$ cat config.mk
export PLATFORM = sky130hd
export DESIGN_NAME = aes_fpga_ctrl
export DESIGN_NICKNAME = d
export VERILOG_FILES = /design/src/rtl/aes_fpga_ctrl_pkg.sv /design/src/rtl/aes_fpga_ctrl_debounce.sv /design/src/rtl/aes_fpga_ctrl.sv
export SDC_FILE = /design/constraint.sdc
export NUM_CORES = 1
export LEC_CHECK = 0
export ABC_AREA = 1
export CAP_MARGIN = 10
export CORE_AREA = 5 5 322 324
export DETAILED_ROUTE_END_ITERATION = 8
export DIE_AREA = 0 0 327 329
export HOLD_SLACK_MARGIN = 0.12
export SYNTH_ARGS = -nofsm -noshare
export SYNTH_HDL_FRONTEND = slang
export SYNTH_SLANG_ARGS = --single-unit
export TNS_END_PERCENT = 5
$ cat constraint.sdc
create_clock -name clk -period 1.5 [get_ports clk]
set_input_delay 0.3 -clock clk [delete_from_list [all_inputs] [get_ports clk]]
set_output_delay 0.3 -clock clk [all_outputs]
set_load 0.02 [all_outputs]
$ cat src/rtl/aes_fpga_ctrl_pkg.sv
// aes_fpga_pkg: FSM encoding, default sizes and display paging helpers
// shared by the AES board controller and its bench.
package aes_fpga_pkg;

   localparam int AES_DATA_W  = 128;
   localparam int AES_TIMEOUT = 4096;

   typedef enum logic [3:0] {
      ST_IDLE,
      ST_LOAD,
      ST_START,
      ST_WAIT_LO,
      ST_WAIT_HI,
      ST_CHECK,
      ST_DONE,
      ST_LOAD_RT,
      ST_CHECK_RT
   } state_e;

   function automatic int num_groups(input int data_w, input int num_digits);
      return data_w / (4 * num_digits);
   endfunction

   function automatic int grp_w(input int data_w, input int num_digits);
      int n;
      n = num_groups(data_w, num_digits);
      return (n > 1) ? $clog2(n) : 1;
   endfunction

endpackage

$ cat src/rtl/aes_fpga_ctrl_debounce.sv
// btn_debounce: synchronises a raw button, accepts a level once it has held
// for DEBOUNCE_CYCLES and emits a one-cycle pulse on each accepted rise.
module btn_debounce #(
   parameter int DEBOUNCE_CYCLES = 1000000
) (
   input  logic clk,
   input  logic rst_n,
   input  logic btn_i,
   output logic pulse_o
);

   localparam int CNT_W = (DEBOUNCE_CYCLES > 1) ? $clog2(DEBOUNCE_CYCLES) : 1;
   localparam logic [CNT_W-1:0] CNT_MAX = CNT_W'(DEBOUNCE_CYCLES - 1);

   logic             sync1_q, sync2_q;
   logic             level_q, level_d;
   logic             pulse_q, pulse_d;
   logic [CNT_W-1:0] cnt_q, cnt_d;

   // Any disagreement run shorter than the hold time restarts from zero.
   always_comb begin
      cnt_d   = '0;
      level_d = level_q;
      pulse_d = 1'b0;
      if (sync2_q != level_q) begin
         if (cnt_q == CNT_MAX) begin
            level_d = sync2_q;
            pulse_d = sync2_q;
         end else begin
            cnt_d = cnt_q + CNT_W'(1);
         end
      end
   end

   always_ff @(posedge clk) begin
      if (!rst_n) begin
         sync1_q <= 1'b0;
         sync2_q <= 1'b0;
         level_q <= 1'b0;
         pulse_q <= 1'b0;
         cnt_q   <= '0;
      end else begin
         sync1_q <= btn_i;
         sync2_q <= sync1_q;
         level_q <= level_d;
         pulse_q <= pulse_d;
         cnt_q   <= cnt_d;
      end
   end

   assign pulse_o = pulse_q;

endmodule

$ cat src/rtl/aes_fpga_ctrl.sv
// aes_fpga_ctrl: board test controller running ROM vectors through the AES core.
// Define AES_CTRL_ROUNDTRIP_EN to decrypt each ciphertext back and report rt_ok.
module aes_fpga_ctrl
   import aes_fpga_pkg::*;
#(
   parameter int DATA_W          = AES_DATA_W,
   parameter int NUM_DIGITS      = 8,
   parameter int VEC_SEL_W       = 4,
   parameter int DEBOUNCE_CYCLES = 1000000,
   parameter int TIMEOUT_CYCLES  = AES_TIMEOUT
) (
   input  logic                                 clk,
   input  logic                                 rst_n,
   input  logic                                 btn_start,
   input  logic                                 btn_mode,
   input  logic                                 btn_prev,
   input  logic                                 btn_next,
   input  logic [VEC_SEL_W-1:0]                 vec_sel_in,
   input  logic [DATA_W-1:0]                    vec_data,
   input  logic [DATA_W-1:0]                    vec_key,
   input  logic [DATA_W-1:0]                    vec_exp,
   output logic [VEC_SEL_W-1:0]                 vec_sel,
   output logic                                 vec_mode,
   output logic                                 core_start,
   output logic                                 core_enc_dec,
   output logic [DATA_W-1:0]                    core_data_in,
   output logic [DATA_W-1:0]                    core_key,
   input  logic [DATA_W-1:0]                    core_data_out,
   input  logic                                 core_ready,
   output logic [4*NUM_DIGITS-1:0]              disp_data,
   output logic [grp_w(DATA_W, NUM_DIGITS)-1:0] disp_group,
   output logic                                 busy,
   output logic                                 pass,
   output logic                                 fail,
   output logic                                 timeout,
   output logic                                 rt_ok,
   output logic [7:0]                           run_count
);

   localparam int DISP_W     = 4 * NUM_DIGITS;
   localparam int NUM_GROUPS = num_groups(DATA_W, NUM_DIGITS);
   localparam int GRP_W      = grp_w(DATA_W, NUM_DIGITS);
   localparam int TO_W       = $clog2(TIMEOUT_CYCLES) + 1;

   localparam logic [GRP_W-1:0] GRP_LAST = GRP_W'(NUM_GROUPS - 1);
   localparam logic [TO_W-1:0]  TO_LAST  = TO_W'(TIMEOUT_CYCLES - 1);

   logic start_p, mode_p, prev_p, next_p;

   btn_debounce #(.DEBOUNCE_CYCLES(DEBOUNCE_CYCLES)) u_db_start (
      .clk(clk), .rst_n(rst_n), .btn_i(btn_start), .pulse_o(start_p)
   );
   btn_debounce #(.DEBOUNCE_CYCLES(DEBOUNCE_CYCLES)) u_db_mode (
      .clk(clk), .rst_n(rst_n), .btn_i(btn_mode), .pulse_o(mode_p)
   );
   btn_debounce #(.DEBOUNCE_CYCLES(DEBOUNCE_CYCLES)) u_db_prev (
      .clk(clk), .rst_n(rst_n), .btn_i(btn_prev), .pulse_o(prev_p)
   );
   btn_debounce #(.DEBOUNCE_CYCLES(DEBOUNCE_CYCLES)) u_db_next (
      .clk(clk), .rst_n(rst_n), .btn_i(btn_next), .pulse_o(next_p)
   );

   state_e              state_q, state_d;
   logic [VEC_SEL_W-1:0] sel_q, sel_d;
   logic                mode_q, mode_d;
   logic [GRP_W-1:0]    grp_q, grp_d;
   logic [DATA_W-1:0]   din_q, din_d;
   logic [DATA_W-1:0]   key_q, key_d;
   logic [DATA_W-1:0]   exp_q, exp_d;
   logic [DATA_W-1:0]   res_q, res_d;
   logic                enc_q, enc_d;
   logic                pass_q, pass_d;
   logic                fail_q, fail_d;
   logic                tmo_q, tmo_d;
   logic [7:0]          run_q, run_d;
   logic [TO_W-1:0]     to_q, to_d;
   logic                idle;
`ifdef AES_CTRL_ROUNDTRIP_EN
   logic [DATA_W-1:0]   pt_q, pt_d;
   logic                rtph_q, rtph_d;
   logic                rtok_q, rtok_d;
`endif

   assign idle = (state_q == ST_IDLE) || (state_q == ST_DONE);

   always_comb begin
      state_d = state_q;
      sel_d   = sel_q;
      mode_d  = mode_q;
      grp_d   = grp_q;
      din_d   = din_q;
      key_d   = key_q;
      exp_d   = exp_q;
      res_d   = res_q;
      enc_d   = enc_q;
      pass_d  = pass_q;
      fail_d  = fail_q;
      tmo_d   = tmo_q;
      run_d   = run_q;
      to_d    = to_q;
`ifdef AES_CTRL_ROUNDTRIP_EN
      pt_d    = pt_q;
      rtph_d  = rtph_q;
      rtok_d  = rtok_q;
`endif

      if (idle) begin
         sel_d = vec_sel_in;
         if (mode_p) mode_d = ~mode_q;
      end

      // Paging works in every state so a result can be browsed mid-run.
      if (next_p && !prev_p) begin
         grp_d = (grp_q == GRP_LAST) ? '0 : grp_q + GRP_W'(1);
      end else if (prev_p && !next_p) begin
         grp_d = (grp_q == '0) ? GRP_LAST : grp_q - GRP_W'(1);
      end

      case (state_q)
         ST_IDLE, ST_DONE: begin
            if (start_p) state_d = ST_LOAD;
         end
         ST_LOAD: begin
            din_d   = vec_data;
            key_d   = vec_key;
            exp_d   = vec_exp;
            enc_d   = mode_q;
            pass_d  = 1'b0;
            fail_d  = 1'b0;
            tmo_d   = 1'b0;
`ifdef AES_CTRL_ROUNDTRIP_EN
            rtok_d  = 1'b0;
            rtph_d  = 1'b0;
`endif
            state_d = ST_START;
         end
         ST_START: begin
            to_d    = '0;
            state_d = ST_WAIT_LO;
         end
         ST_WAIT_LO: begin
            if (!core_ready) begin
               state_d = ST_WAIT_HI;
            end else if (to_q == TO_LAST) begin
               tmo_d   = 1'b1;
               fail_d  = 1'b1;
               state_d = ST_DONE;
            end else begin
               to_d = to_q + TO_W'(1);
            end
         end
         ST_WAIT_HI: begin
            if (core_ready) begin
`ifdef AES_CTRL_ROUNDTRIP_EN
               if (rtph_q) begin
                  state_d = ST_CHECK_RT;
               end else begin
                  res_d   = core_data_out;
                  state_d = ST_CHECK;
               end
`else
               res_d   = core_data_out;
               state_d = ST_CHECK;
`endif
            end else if (to_q == TO_LAST) begin
               tmo_d   = 1'b1;
               fail_d  = 1'b1;
               state_d = ST_DONE;
            end else begin
               to_d = to_q + TO_W'(1);
            end
         end
         ST_CHECK: begin
            pass_d  = (res_q == exp_q);
            fail_d  = (res_q != exp_q);
            if (run_q != 8'hFF) run_d = run_q + 8'd1;
            state_d = ST_DONE;
`ifdef AES_CTRL_ROUNDTRIP_EN
            if (enc_q) state_d = ST_LOAD_RT;
`endif
         end
`ifdef AES_CTRL_ROUNDTRIP_EN
         // Feed the ciphertext back for decryption; res_q keeps it for display.
         ST_LOAD_RT: begin
            pt_d    = din_q;
            din_d   = res_q;
            enc_d   = 1'b0;
            rtph_d  = 1'b1;
            state_d = ST_START;
         end
         ST_CHECK_RT: begin
            rtok_d  = (core_data_out == pt_q);
            rtph_d  = 1'b0;
            state_d = ST_DONE;
         end
`endif
         default: state_d = ST_IDLE;
      endcase
   end

   always_ff @(posedge clk) begin
      if (!rst_n) begin
         state_q <= ST_IDLE;
         sel_q   <= '0;
         mode_q  <= 1'b1;
         grp_q   <= '0;
         din_q   <= '0;
         key_q   <= '0;
         exp_q   <= '0;
         res_q   <= '0;
         enc_q   <= 1'b0;
         pass_q  <= 1'b0;
         fail_q  <= 1'b0;
         tmo_q   <= 1'b0;
         run_q   <= '0;
         to_q    <= '0;
`ifdef AES_CTRL_ROUNDTRIP_EN
         pt_q    <= '0;
         rtph_q  <= 1'b0;
         rtok_q  <= 1'b0;
`endif
      end else begin
         state_q <= state_d;
         sel_q   <= sel_d;
         mode_q  <= mode_d;
         grp_q   <= grp_d;
         din_q   <= din_d;
         key_q   <= key_d;
         exp_q   <= exp_d;
         res_q   <= res_d;
         enc_q   <= enc_d;
         pass_q  <= pass_d;
         fail_q  <= fail_d;
         tmo_q   <= tmo_d;
         run_q   <= run_d;
         to_q    <= to_d;
`ifdef AES_CTRL_ROUNDTRIP_EN
         pt_q    <= pt_d;
         rtph_q  <= rtph_d;
         rtok_q  <= rtok_d;
`endif
      end
   end

   assign vec_sel      = sel_q;
   assign vec_mode     = mode_q;
   assign core_start   = (state_q == ST_START);
   assign core_enc_dec = enc_q;
   assign core_data_in = din_q;
   assign core_key     = key_q;
   assign disp_data    = res_q[int'(grp_q) * DISP_W +: DISP_W];
   assign disp_group   = grp_q;
   assign busy         = !idle;
   assign pass         = pass_q;
   assign fail         = fail_q;
   assign timeout      = tmo_q;
   assign run_count    = run_q;
`ifdef AES_CTRL_ROUNDTRIP_EN
   assign rt_ok        = rtok_q;
`else
   assign rt_ok        = 1'b0;
`endif

endmodule

---- Word-level counts from Yosys, hierarchy flattened ----
Cells that the tools add are included.
word-level totals
  logic and storage cells ................. 125
  output and inout bits ................... 310
  bits in registers ....................... 644
  bits of input ports ..................... 523
operators by class
  equal/unequal tests ..................... 22
  $add $sub $neg .......................... 8
  reductions and logical operators ........ 32
  shifts and indexed selects .............. 1
  multiplexer cells ....................... 22
  bitwise gates (word level) .............. 6
operators with widths
  kind                     number
  $eq A128 B128 Y1         1
  $ne A128 B128 Y1         1
  $shiftx A128 B8 Y32      1
  $add A20 B1 Y20 const B  4
  $eq A20 B20 Y1 const B   4
  $mux W13                 3
  $pmux W13 S3             1
  $pmux W4 S6              1
  $reduce_and A3 Y1        7
  $mux W4                  4
  $reduce_and A2 Y1        7
  $add A13 B1 Y13 const B  1
  $eq A13 B12 Y1 const B   1
  $eq A4 B3 Y1 const B     3
  $reduce_or A3 Y1         4
  $add A8 B1 Y8 const B    1
  $eq A4 B2 Y1 const B     2
  $mux W2                  4
  $ne A8 B8 Y1 const B     1
  $mux W1                  6
  $not A1 Y1               6
  $reduce_bool A3 Y1       2
  $eq A4 B1 Y1 const B     1
  $logic_not A4 Y1         1
  other kinds (16)         24

---- Logic depth before layout (Yosys ltp) ----
Gate-level depths: netlist of run 1.
  depth in word-level cells ............... 4
  gate-level depth with buffers ........... 14
  depth with buffers taken out ............ 13

---- Hierarchy ----
Synthesis of run 1 repeated with hierarchy kept, for this count alone.
unflattened totals
  cells, all modules ...................... 3661
  area, all modules ....................... 26768.2 µm²
by module, submodules not included
  module                        seq. area each (µm²)  area each (µm²)  cells an instance  instances
  aes_fpga_ctrl                 10970.5               21765.9          2953               1
  btn_debounce (u_db_mode ...)  480.5                 1265.0           176                3
  btn_debounce (u_db_start)     480.5                 1207.4           180                1

---- Least setup slack after synthesis of run 1 ----
No wires, ideal clock.
  path type ............................... flip-flop to output port
  from .................................... register grp_q[0], in the netlist disp_group[0]
  to ...................................... output port disp_data[12]
  path buffers ............................ 3
  arrival time ............................ 1634 ps
  stages on the path, launching flop included .. 6
  slack ................................... -434 ps
  required time ........................... 1200 ps
  cells stage by stage .................... dfxtp_1 clkbuf_1 clkbuf_1 clkbuf_1 nor2_1 o22ai_1
on the way
  word-level cells in the longest chain between the ends .. 1
ends and longest elaborated chain
  what                    RTL line              source
  start, declared         aes_fpga_ctrl.sv:66   logic [GRP_W-1:0] grp_q, grp_d;
  start signal, assigned  aes_fpga_ctrl.sv:226  grp_q <= grp_d;
  $shiftx A128 B8 Y32     aes_fpga_ctrl.sv:251  assign disp_data = res_q[int'(grp_q) * DISP_W +: DISP_W];
  end, declared           aes_fpga_ctrl.sv:30   output logic [4*NUM_DIGITS-1:0] disp_data,
No other way between the ends.

---- Worst setup path in the final report of run 1 ----
  from .................................... register grp_q[0], in the netlist disp_group[0]
  to ...................................... output port disp_data[0]
The elaborated chain is that of the path after synthesis.

==> impl_metrics.py, run 1 <==
metrics = {
    "worst_hold_path": {
        "whs_path_depth": 3,
        "hold_path_startpoint": "core_data_out[79]",
        "min_delay_worst_endpoint": "res_q[79]$_SDFFE_PN0P_",
        "worstHoldPathType": "input port to flip-flop",
    },
    "floorplanning": {
        "die_area_mm2": 0.108,
        "design.core.area_mm2": 0.101,
        "die_h_um": 329,
        "floorplan.initialDensity_pct": 25.9,
        "boundaryPins": 833,
        "dieWidth_um": 327,
        "fp-row-count": 117,
    },
    "synthesis": {
        "synthesis.area_per_instance_um2": 7.35,
        "distinct_cell_type_count_of_the_synthesized_netlist": 42,
        "ys_ff_latch": 644,
        "netlist_instances": 3558,
        "mappedNetlistArea_mm2": 0.0261,
        "yosys_warnings": 0,
        "sequential_element_share_of_the_synthesized_area_pct": 49.3,
    },
    "sta": {
        "setup_viol": 644,
        "fin_worst_skew_ns": 0.0352,
        "hold_viol": 0,
        "min_period_over_period_pct": 146,
        "setup_repair_after_global_routing_missed_its_margin": "yes",
        "fmax_mhz": 457,
        "final.setup.tns_ns": -95.39,
        "timing.final.crit_period_ns": 2.19,
        "fin_ws_ns": -0.690,
        "hold_slack_ns": 0.189,
        "slew_viol_final": 0,
    },
    "place": {
        "placed_cells_incl_taps": 5887,
        "place.gp.congestion": 0.982,
        "port-buffer-count": 831,
        "dp.final_hpwl_mm": 108,
        "dpl_cell_area_mm2": 0.0395,
    },
    "detailed_routing": {
        "antenna_left": 0,
        "via_count": 28355,
        "routed_via_density": 4.66,
        "drc_errors": 0,
        "first_iter_violations": 1986,
        "wirelength_mm": 138,
        "drt_pre_antenna_iters": 6,
        "route.detailed.wl_per_inst_um": 22.6,
    },
    "status": {
        "outcome": "finished, violations left",
        "violations_in_the_final_reports": "negative setup slack",
    },
    "worst_setup_path": {
        "worstPathRequired_ns": 1.20,
        "cp_data_arrival_time_ns": 1.89,
        "crit_path_end_kind": "output port",
        "worst-r2r-cell-count": 12,
        "regToRegEndpoint": "timeout$_SDFFE_PN0P_",
        "worst_setup_sp": "disp_group[0]$_SDFFE_PN0P_",
        "timing.rr.start": "state_q[3]$_SDFFE_PN0P_",
        "critical_path.max_fanout": 6,
        "regToRegSetupSlack_ns": -0.30,
        "setup.worst_path.start_class": "flip-flop",
        "worstSetupPathType": "flip-flop to output port",
    },
    "global_route": {
        "grt_start_max_net_pins": 66,
        "gr-usage-all-layers_pct": 24.0,
        "global_route_wire_length_before_repair_mm": 190,
        "number_of_antenna_violations_at_the_first_check_in_global_routing": 56,
        "grt_remaining_overflow": 0,
        "number_of_global_route_vias_before_repair": 27311,
    },
    "final_layout": {
        "stdcell_area_mm2": 0.0432,
        "areaGrowthSynthToFinish_pct": 65.1,
        "filler_cell_count": 10134,
        "fin_cells": 6091,
        "layout-drive-gt1-share_pct": 24.2,
        "final_nets": 5233,
    },
    "clock_network": {
        "cts_inserted_buffers": 80,
        "clk_path_buf_depth": 3,
        "clock_tree.root_cell": "clkbuf_16",
        "clock_insertion_delay_worst_skew_ns": 0.67,
        "tritoncts": "done",
        "clock_pin_transition_on_the_worst_setup_and_hold_timing_paths_ns": 0.06,
        "clock-sinks": 644,
        "htree_num_levels": 3,
    },
    "flow_run": {
        "drv.max_cap_violation_count": 0,
    },
    "power": {
        "power_leakage_uw": 0.0183,
        "p_per_area_mw_per_mm2": 985,
        "vdd_ir_drop_max_mv": 0.878,
    },
}
-- how the worst max path moves through the flow --
stage,cells after the start,slack (ns),to
detailed placement,5,-0.62,disp_data[23]
finish,5,-0.69,disp_data[0]
floorplan,11,-0.06,u_db_mode.cnt_q[18]$_SDFF_PP0_
global placement,5,-0.60,disp_data[23]
global route,5,-0.74,disp_data[0]
CTS,5,-0.74,disp_data[23]
-- kinds of logic after synthesis --
kind of cell	share of synthesized area, %
xor+xnor	4.59
other cells	0.0143
flops	49.3
buf+inv	6.31
simple gates	24.4
compound gates	15.0
fa+ha+maj	0.431
-- routing by layer --
layer  up-vias  part of all wire [%]  global-route usage [%]
li1      13779                     -                       -
met1     13132                    39                    28.3
met2      1133                    45                    39.0
met3       301                   9.4                    8.84
met4        10                   5.9                    11.4
met5         -                 0.050                       0
-- cells in the final DEF (no fill, tap or decap), types with 41 or more instances in the layout --
master,netlist,routed
nor3_1,47,44
nand3_1,47,43
o21ai_0,302,240
dfxtp_2,0,50
clkdlybuf4s50_1,0,521
buf_12,0,102
dfxtp_1,644,570
buf_6,1,104
nand2_1,516,508
nor2_1,909,872
o21ai_1,202,221
clkbuf_2,0,41
inv_1,183,179
a21oi_1,232,210
xnor2_1,104,93
clkbuf_16,0,84
buf_4,25,432
-- per-stage QoR --
stage	power (uW)	utilization, %	worst slack (ns)
CTS	43100	42.3	-0.743
global placement	23200	39.2	-0.605
global route	44000	42.8	-0.736
detailed placement	23200	39.2	-0.617
floorplan	19900	-	-0.0597
finish	42500	42.8	-0.690
-- synthesized netlist by cell type, drive strengths merged --
master / instances / area share [%]
a211oi: 1 / 0.029
a21boi: 2 / 0.057
a21oi: 234 / 4.5
a31oi: 4 / 0.096
and3: 2 / 0.048
buf: 60 / 1.4
clkbuf: 145 / 2.1
conb: 1 / 0.014
dfxtp: 644 / 49
ha: 9 / 0.43
inv: 196 / 2.8
nand2: 522 / 7.6
nand3: 47 / 0.90
nand3b: 2 / 0.057
nand4: 23 / 0.55
nor2: 920 / 13
nor3: 52 / 1.1
nor3b: 10 / 0.31
nor4: 12 / 0.29
o21a: 1 / 0.029
o21ai: 504 / 9.7
o22ai: 25 / 0.60
or2: 4 / 0.096
or3: 1 / 0.024
xnor2: 104 / 3.5
xor2: 33 / 1.1
-- sequential cells by signal, indices dropped and copies added, names as in the netlist, 13 cells and up --
name,flops
core_data_in,128
core_key,128
exp_q,128
res_q,128
u_db_mode.cnt_q,20
u_db_next.cnt_q,20
u_db_prev.cnt_q,20
u_db_start.cnt_q,20
to_q,13
-- report_power, final --
part	internal, uW	switching (uW)
sequential	17600	379
clock	11600	8070
combinational	2470	2350
-- layout make-up --
| cell class | instances | area [um2] | area share (%) |
|---|---|---|---|
| inverters | 196 | 786 | 1.82 |
| clock buffers | 110 | 2300 | 5.34 |
| repair inverters | 1 | 8.76 | 0.0203 |
| multi-input cells | 2514 | 12500 | 28.9 |
| flip-flops and latches | 644 | 13000 | 30.2 |
| diodes | 18 | 45.0 | 0.104 |
| well taps | 1309 | 1640 | 3.80 |
| clock inverters | 35 | 360 | 0.835 |
| repair buffers | 1264 | 12500 | 29.0 |
-- worst max-delay path, cell delays in order (launching register included) --
cell and delay [ns]:
dfxtp_4 0.44, buf_6 0.13, clkbuf_16 0.14, o21ai_1 0.08
o22ai_2 0.29, buf_6 0.17
-- what timing repair did --
| action | CTS | global route |
|---|---|---|
| endpoints found under the setup margin | 894 | 898 |
| gates resized for setup | 755 | 791 |
| cloned | 5 | 5 |
| endpoints found under the hold margin | 22 | 0 |
| pin swaps | 25 | 57 |
| buffers inserted | 13 | 22 |
| hold buffers | 1 | 0 |
Power figures use the tool's default switching activity.
==> run 2: changes to the inputs <==
--- a/config.mk
+++ b/config.mk
@@ -11,6 +11,7 @@
 export DETAILED_ROUTE_END_ITERATION = 8
 export DIE_AREA = 0 0 327 329
 export HOLD_SLACK_MARGIN = 0.12
+export RECOVER_POWER = 100
 export SYNTH_ARGS = -nofsm -noshare
 export SYNTH_HDL_FRONTEND = slang
 export SYNTH_SLANG_ARGS = --single-unit
==> run 2 against run 1 <==
The flow still finishes with violations (negative setup slack). Clock-buffer cell count did not move. First-iteration DRC count is 1.1% higher. Global-route usage unchanged. Non-clock buffer count is the same. Design area is essentially flat. Die area unchanged. Largest power group unchanged. Highest routed layer unchanged.
==> impl_metrics.py, run 2 (synthesis gave the netlist of run 1 again) <==
metrics = {
    "clock_network": {
        "clock_tree.root_cell": "clkbuf_16",
        "htree_num_levels": 3,
        "clock_pin_transition_on_the_worst_setup_and_hold_timing_paths_ns": 0.06,
        "tritoncts": "done",
        "cts_inserted_buffers": 80,
        "clock_insertion_delay_worst_skew_ns": 0.66,
        "clock-sinks": 644,
        "clk_path_buf_depth": 3,
    },
    "worst_setup_path": {
        "cp_slowest_stage_delay_ns": 0.44,
        "cp_data_arrival_time_ns": 1.90,
        "worstPathRequired_ns": 1.20,
        "crit_path_frequent_cell": "buf_6",
        "cp_num_buf_inv": 3,
        "crit_family": "buffers and inverters",
        "setup.worst_path.start_class": "flip-flop",
        "regToRegSetupSlack_ns": -0.30,
        "worstSetupPathType": "flip-flop to output port",
        "cell_at_the_slowest_stage_of_the_critical_path": "dfxtp_4",
        "worst_setup_sp": "disp_group[0]$_SDFFE_PN0P_",
        "regToRegEndpoint": "timeout$_SDFFE_PN0P_",
        "critical_path.max_fanout": 6,
        "crit_path_end_kind": "output port",
        "critical_path_depth": 5,
        "worst-r2r-cell-count": 12,
        "critical_path.cell_chain": "buf_6, clkbuf_16, o21ai_1, o22ai_2, buf_6",
        "timing.rr.start": "state_q[3]$_SDFFE_PN0P_",
        "endpoint": "disp_data[0]",
    },
    "final_layout": {
        "layout.cells.most_common": "nor2_1",
        "layout_common_cells": "nor2_1 (872), dfxtp_1 (571), clkdlybuf4s50_1 (521)",
        "final_nets": 5233,
        "areaGrowthSynthToFinish_pct": 65.0,
        "layout-drive-gt1-share_pct": 24.1,
    },
    "sta": {
        "slew_viol_final": 0,
        "hold_slack_ns": 0.190,
        "hold_viol": 0,
        "setup_viol": 662,
        "min_period_over_period_pct": 146,
        "timing.final.crit_period_ns": 2.20,
        "timing.slew.headroom_pct": 62.7,
        "fin_ws_ns": -0.696,
        "fmax_mhz": 455,
        "fin_worst_skew_ns": 0.0315,
        "setup_repair_after_global_routing_missed_its_margin": "yes",
        "worst_slew_pin_slew_ns": 0.560,
    },
    "floorplanning": {
        "die_h_um": 329,
        "design.core.area_mm2": 0.101,
        "floorplan.initialDensity_pct": 25.9,
        "boundaryPins": 833,
        "dieWidth_um": 327,
        "die_area_mm2": 0.108,
        "fp-row-count": 117,
    },
    "status": {
        "outcome": "finished, violations left",
        "violations_in_the_final_reports": "negative setup slack",
    },
    "global_route": {
        "global_route_wire_length_before_repair_mm": 190,
        "gr-usage-all-layers_pct": 24.0,
        "global_route.usage.met2_pct": 39.0,
        "grt_start_max_net_pins": 66,
        "globalRoute.busiestLayer": "met2",
        "grt_util_met1_pct": 28.3,
        "grt_remaining_overflow": 0,
        "use_met3_pct": 8.84,
        "number_of_antenna_violations_at_the_first_check_in_global_routing": 56,
        "number_of_global_route_vias_before_repair": 27311,
    },
    "detailed_routing": {
        "first_iter_violations": 2008,
        "drt_pre_antenna_iters": 6,
        "antenna_left": 0,
        "route.detailed.wl_per_inst_um": 22.6,
        "drc_errors": 0,
        "via_count": 28358,
        "wirelength_mm": 138,
        "routed_via_density": 4.65,
    },
    "power": {
        "vdd_ir_drop_max_mv": 0.875,
        "power_leakage_uw": 0.0182,
        "p_per_area_mw_per_mm2": 985,
        "power_uw": 42500,
    },
    "flow_run": {
        "drv.max_cap_violation_count": 0,
    },
    "place": {
        "place_ws_ns": -0.617,
        "port-buffer-count": 831,
        "place.gp.congestion": 0.982,
        "dp.final_hpwl_mm": 108,
    },
    "worst_hold_path": {
        "worstHoldPathType": "input port to flip-flop",
    },
}
run 2: area by class of cell:
class	count	area [um2]
Inverter	196	786
Tap cell	1309	1640
Sequential cell	644	13000
Multi-Input combinational cell	2514	12500
Fill cell	10143	57700
Clock buffer	110	2300
Antenna cell	22	55.1
Timing Repair inverter	1	8.76
Timing Repair Buffer	1264	12500
Clock inverter	35	360
run 2: metrics by stage:
| step | TNS (ns) | cells | area [um2] | util [%] |
|---|---|---|---|---|
| after floorplan | -1.45 | 3559 | 26400 | - |
| after CTS | -218.42 | 6048 | 42700 | 42.3 |
| after detailed placement | -124.25 | 5887 | 39500 | 39.2 |
| final | -125.94 | 6095 | 43100 | 42.8 |
| after global placement | -114.20 | 5887 | 39500 | 39.2 |
| after global routing | -201.62 | 6082 | 43100 | 42.7 |
run 2: what timing repair did:
item | CTS | global route
hold buffers | 1 | 0
setup buffers | 13 | 22
setup endpoints to repair | 894 | 898
pin swaps | 25 | 57
gates resized for setup | 755 | 791
endpoints found under the hold margin | 22 | 0
gates cloned | 5 | 5
run 2: worst min path at each step:
stage	start	to	slack (ns)	cells after the start
4_1_cts	btn_prev	u_db_prev.sync1_q$_SDFF_PN0_	0.14	3
3_3_place_gp	u_db_start.sync1_q$_SDFF_PN0_	u_db_start.sync2_q$_SDFF_PN0_	0.42	2
3_5_place_dp	u_db_start.sync1_q$_SDFF_PN0_	u_db_start.sync2_q$_SDFF_PN0_	0.42	2
6_report	core_data_out[79]	res_q[79]$_SDFFE_PN0P_	0.19	3
5_1_grt	core_data_out[79]	res_q[79]$_SDFFE_PN0P_	0.18	3
2_1_floorplan	u_db_mode.sync1_q$_SDFF_PN0_	u_db_mode.sync2_q$_SDFF_PN0_	0.39	2
run 2: where the power goes:
part | total [uW] | switching (uW) | internal (uW)
clock | 19700 | 8060 | 11600
sequential | 18000 | 380 | 17600
combinational | 4810 | 2350 | 2460
run 2: worst reg2reg max path, stage by stage, from the launching register on:
cell	delay, ns
dfxtp_4	0.36
nor2_4	0.11
inv_2	0.06
buf_6	0.12
buf_4	0.13
nor3_4	0.20
inv_2	0.08
nand2_4	0.09
inv_4	0.05
buf_4	0.15
a21oi_1	0.13
a21oi_1	0.09
nor3_1	0.13
run 2: metal layers:
metal  share of wire, %  vias to the layer above  wire length (um)
met5              0.052                        -                72
met2                 45                     1128             62100
met4                6.0                       10              8320
met1                 39                    13147             54000
li1                   -                    13774                 -
met3                9.5                      299             13100
==> run 3: changes to the inputs <==
--- a/config.mk
+++ b/config.mk
@@ -6,8 +6,9 @@
 export NUM_CORES = 1
 export LEC_CHECK = 0
 export ABC_AREA = 1
-export CAP_MARGIN = 10
+export CAP_MARGIN = 20
 export CORE_AREA = 5 5 322 324
+export CTS_BUF_LIST = sky130_fd_sc_hd__clkbuf_4 sky130_fd_sc_hd__clkbuf_8 sky130_fd_sc_hd__clkbuf_16
 export DETAILED_ROUTE_END_ITERATION = 8
 export DIE_AREA = 0 0 327 329
 export HOLD_SLACK_MARGIN = 0.12
==> run 3 against run 2 <==
The run still ends with negative setup slack left. Clock power is essentially flat. Critical path depth is the same. Via count hardly changed. Clock skew up 0.00062 ns. Register-to-register slack about the same. Sequential power hardly changed. Maximum frequency is 0.29% higher. Clock-buffer cell count unchanged. Combinational power hardly changed. Critical endpoint unchanged.
==> impl_metrics.py, run 3 (synthesis gave the netlist of run 1 again) <==
metrics = {
    "floorplanning": {
        "boundaryPins": 833,
        "floorplan.initialDensity_pct": 25.9,
        "fp-row-count": 117,
        "dieWidth_um": 327,
        "die_h_um": 329,
        "design.core.area_mm2": 0.101,
        "die_area_mm2": 0.108,
    },
    "final_layout": {
        "stdcell_area_mm2": 0.0432,
        "layout_common_cells": "nor2_1 (872), dfxtp_1 (571), clkdlybuf4s50_1 (521)",
        "filler_cell_count": 10141,
        "layout.cells.most_common": "nor2_1",
        "areaGrowthSynthToFinish_pct": 65.1,
        "layout-drive-gt1-share_pct": 24.4,
        "final_nets": 5233,
        "fin_cells": 6092,
    },
    "clock_network": {
        "clock-sinks": 644,
        "tritoncts": "done",
        "clk_path_buf_depth": 3,
        "cts_inserted_buffers": 80,
        "clock_pin_transition_on_the_worst_setup_and_hold_timing_paths_ns": 0.06,
        "clock_tree.root_cell": "clkbuf_16",
        "clock_insertion_delay_worst_skew_ns": 0.66,
        "htree_num_levels": 3,
    },
    "worst_setup_path": {
        "worst-r2r-cell-count": 9,
        "cp_data_arrival_time_ns": 1.89,
        "worstSetupPathType": "flip-flop to output port",
        "crit_path_end_kind": "output port",
        "setup.worst_path.start_class": "flip-flop",
        "worstPathRequired_ns": 1.20,
        "critical_path.max_fanout": 6,
    },
    "detailed_routing": {
        "antenna_left": 0,
        "first_iter_violations": 2054,
        "wirelength_mm": 137,
        "via_count": 28378,
        "route.detailed.wl_per_inst_um": 22.6,
        "drc_errors": 0,
        "drt_pre_antenna_iters": 6,
        "routed_via_density": 4.66,
    },
    "status": {
        "violations_in_the_final_reports": "negative setup slack",
        "outcome": "finished, violations left",
    },
    "flow_run": {
        "drv.max_cap_violation_count": 0,
    },
    "sta": {
        "worst_slew_pin_slew_ns": 0.556,
        "setup_viol": 658,
        "slew_viol_final": 0,
        "fin_ws_ns": -0.689,
        "setup_repair_after_global_routing_missed_its_margin": "yes",
        "timing.slew.headroom_pct": 63.0,
        "min_period_over_period_pct": 146,
        "timing.final.crit_period_ns": 2.19,
        "hold_viol": 0,
        "fin_worst_skew_ns": 0.0322,
        "fmax_mhz": 457,
    },
    "place": {
        "place.gp.congestion": 0.982,
        "placed_cells_incl_taps": 5887,
        "port-buffer-count": 831,
        "dp.final_hpwl_mm": 108,
        "dpl_cell_area_mm2": 0.0395,
    },
    "global_route": {
        "number_of_antenna_violations_at_the_first_check_in_global_routing": 56,
        "grt_start_max_net_pins": 66,
        "gr-usage-all-layers_pct": 24.0,
        "global_route_wire_length_before_repair_mm": 190,
        "number_of_global_route_vias_before_repair": 27320,
        "grt_remaining_overflow": 0,
    },
    "worst_hold_path": {
        "worstHoldPathType": "input port to flip-flop",
        "whs_path_depth": 3,
    },
    "power": {
        "power_leakage_uw": 0.0183,
        "vdd_ir_drop_max_mv": 0.876,
        "p_per_area_mw_per_mm2": 989,
    },
}
==> run 3: repair_timing <==
| item | in CTS | in global routing |
|---|---|---|
| setup buffers | 13 | 22 |
| endpoints found under the hold margin | 22 | 0 |
| resized for setup | 755 | 791 |
| hold buffers | 1 | 0 |
| setup endpoints to repair | 894 | 898 |
| pin swaps | 25 | 57 |
| cloned | 5 | 5 |
==> run 3: cell type report <==
cell class / count / area [um2] / area share (%)
timing repair buffer: 1264 / 12500 / 28.9
sequential: 644 / 13000 / 30.2
inverter: 196 / 786 / 1.82
timing repair inverter: 1 / 8.76 / 0.0203
clock inverter: 35 / 360 / 0.835
multi-input combinational: 2514 / 12500 / 28.9
tap: 1309 / 1640 / 3.80
clock buffer: 110 / 2350 / 5.44
antenna: 19 / 47.5 / 0.110
==> run 3: routing by layer <==
metal,wire length (um),vias to the layer above,GRT usage [%]
met5,69,-,0
met4,8080,10,11.4
met3,12800,302,8.84
met2,62300,1110,39.0
met1,54300,13184,28.3
li1,-,13772,-
==> run 3: worst paths after layout <==
check | from | to | slack, ns
max reg2reg | state_q[3]$_SDFFE_PN0P_ | core_key[50]$_SDFFE_PN0P_ | -0.30
min reg2reg | u_db_start.sync1_q$_SDFF_PN0_ | u_db_start.sync2_q$_SDFF_PN0_ | 0.43
min | core_data_out[79] | res_q[79]$_SDFFE_PN0P_ | 0.19
max | disp_group[0]$_SDFFE_PN0P_ | disp_data[0] | -0.69
==> run 3: stage by stage <==
stage	setup TNS (ns)	setup slack (ns)	utilization, %	hold slack (ns)	power [uW]
floorplan	-1.45	-0.0597	-	0.390	19900
global placement	-114.20	-0.605	39.2	0.425	23200
detailed placement	-124.25	-0.617	39.2	0.422	23200
CTS	-218.42	-0.743	42.4	0.137	43300
global route	-201.49	-0.736	42.8	0.179	44200
finish	-123.09	-0.689	42.8	0.189	42700
==> run 3: critical path, stage by stage, from the launching register on <==
cell	delay (ns)
dfxtp_4	0.44
buf_6	0.13
clkbuf_16	0.14
o21ai_1	0.08
o22ai_2	0.29
buf_6	0.17
==> run 3: where the power goes <==
group	switching (uW)	total, uW	internal, uW
Clock	8060	19900	11800
Sequential	380	18000	17600
Combinational	2350	4810	2460
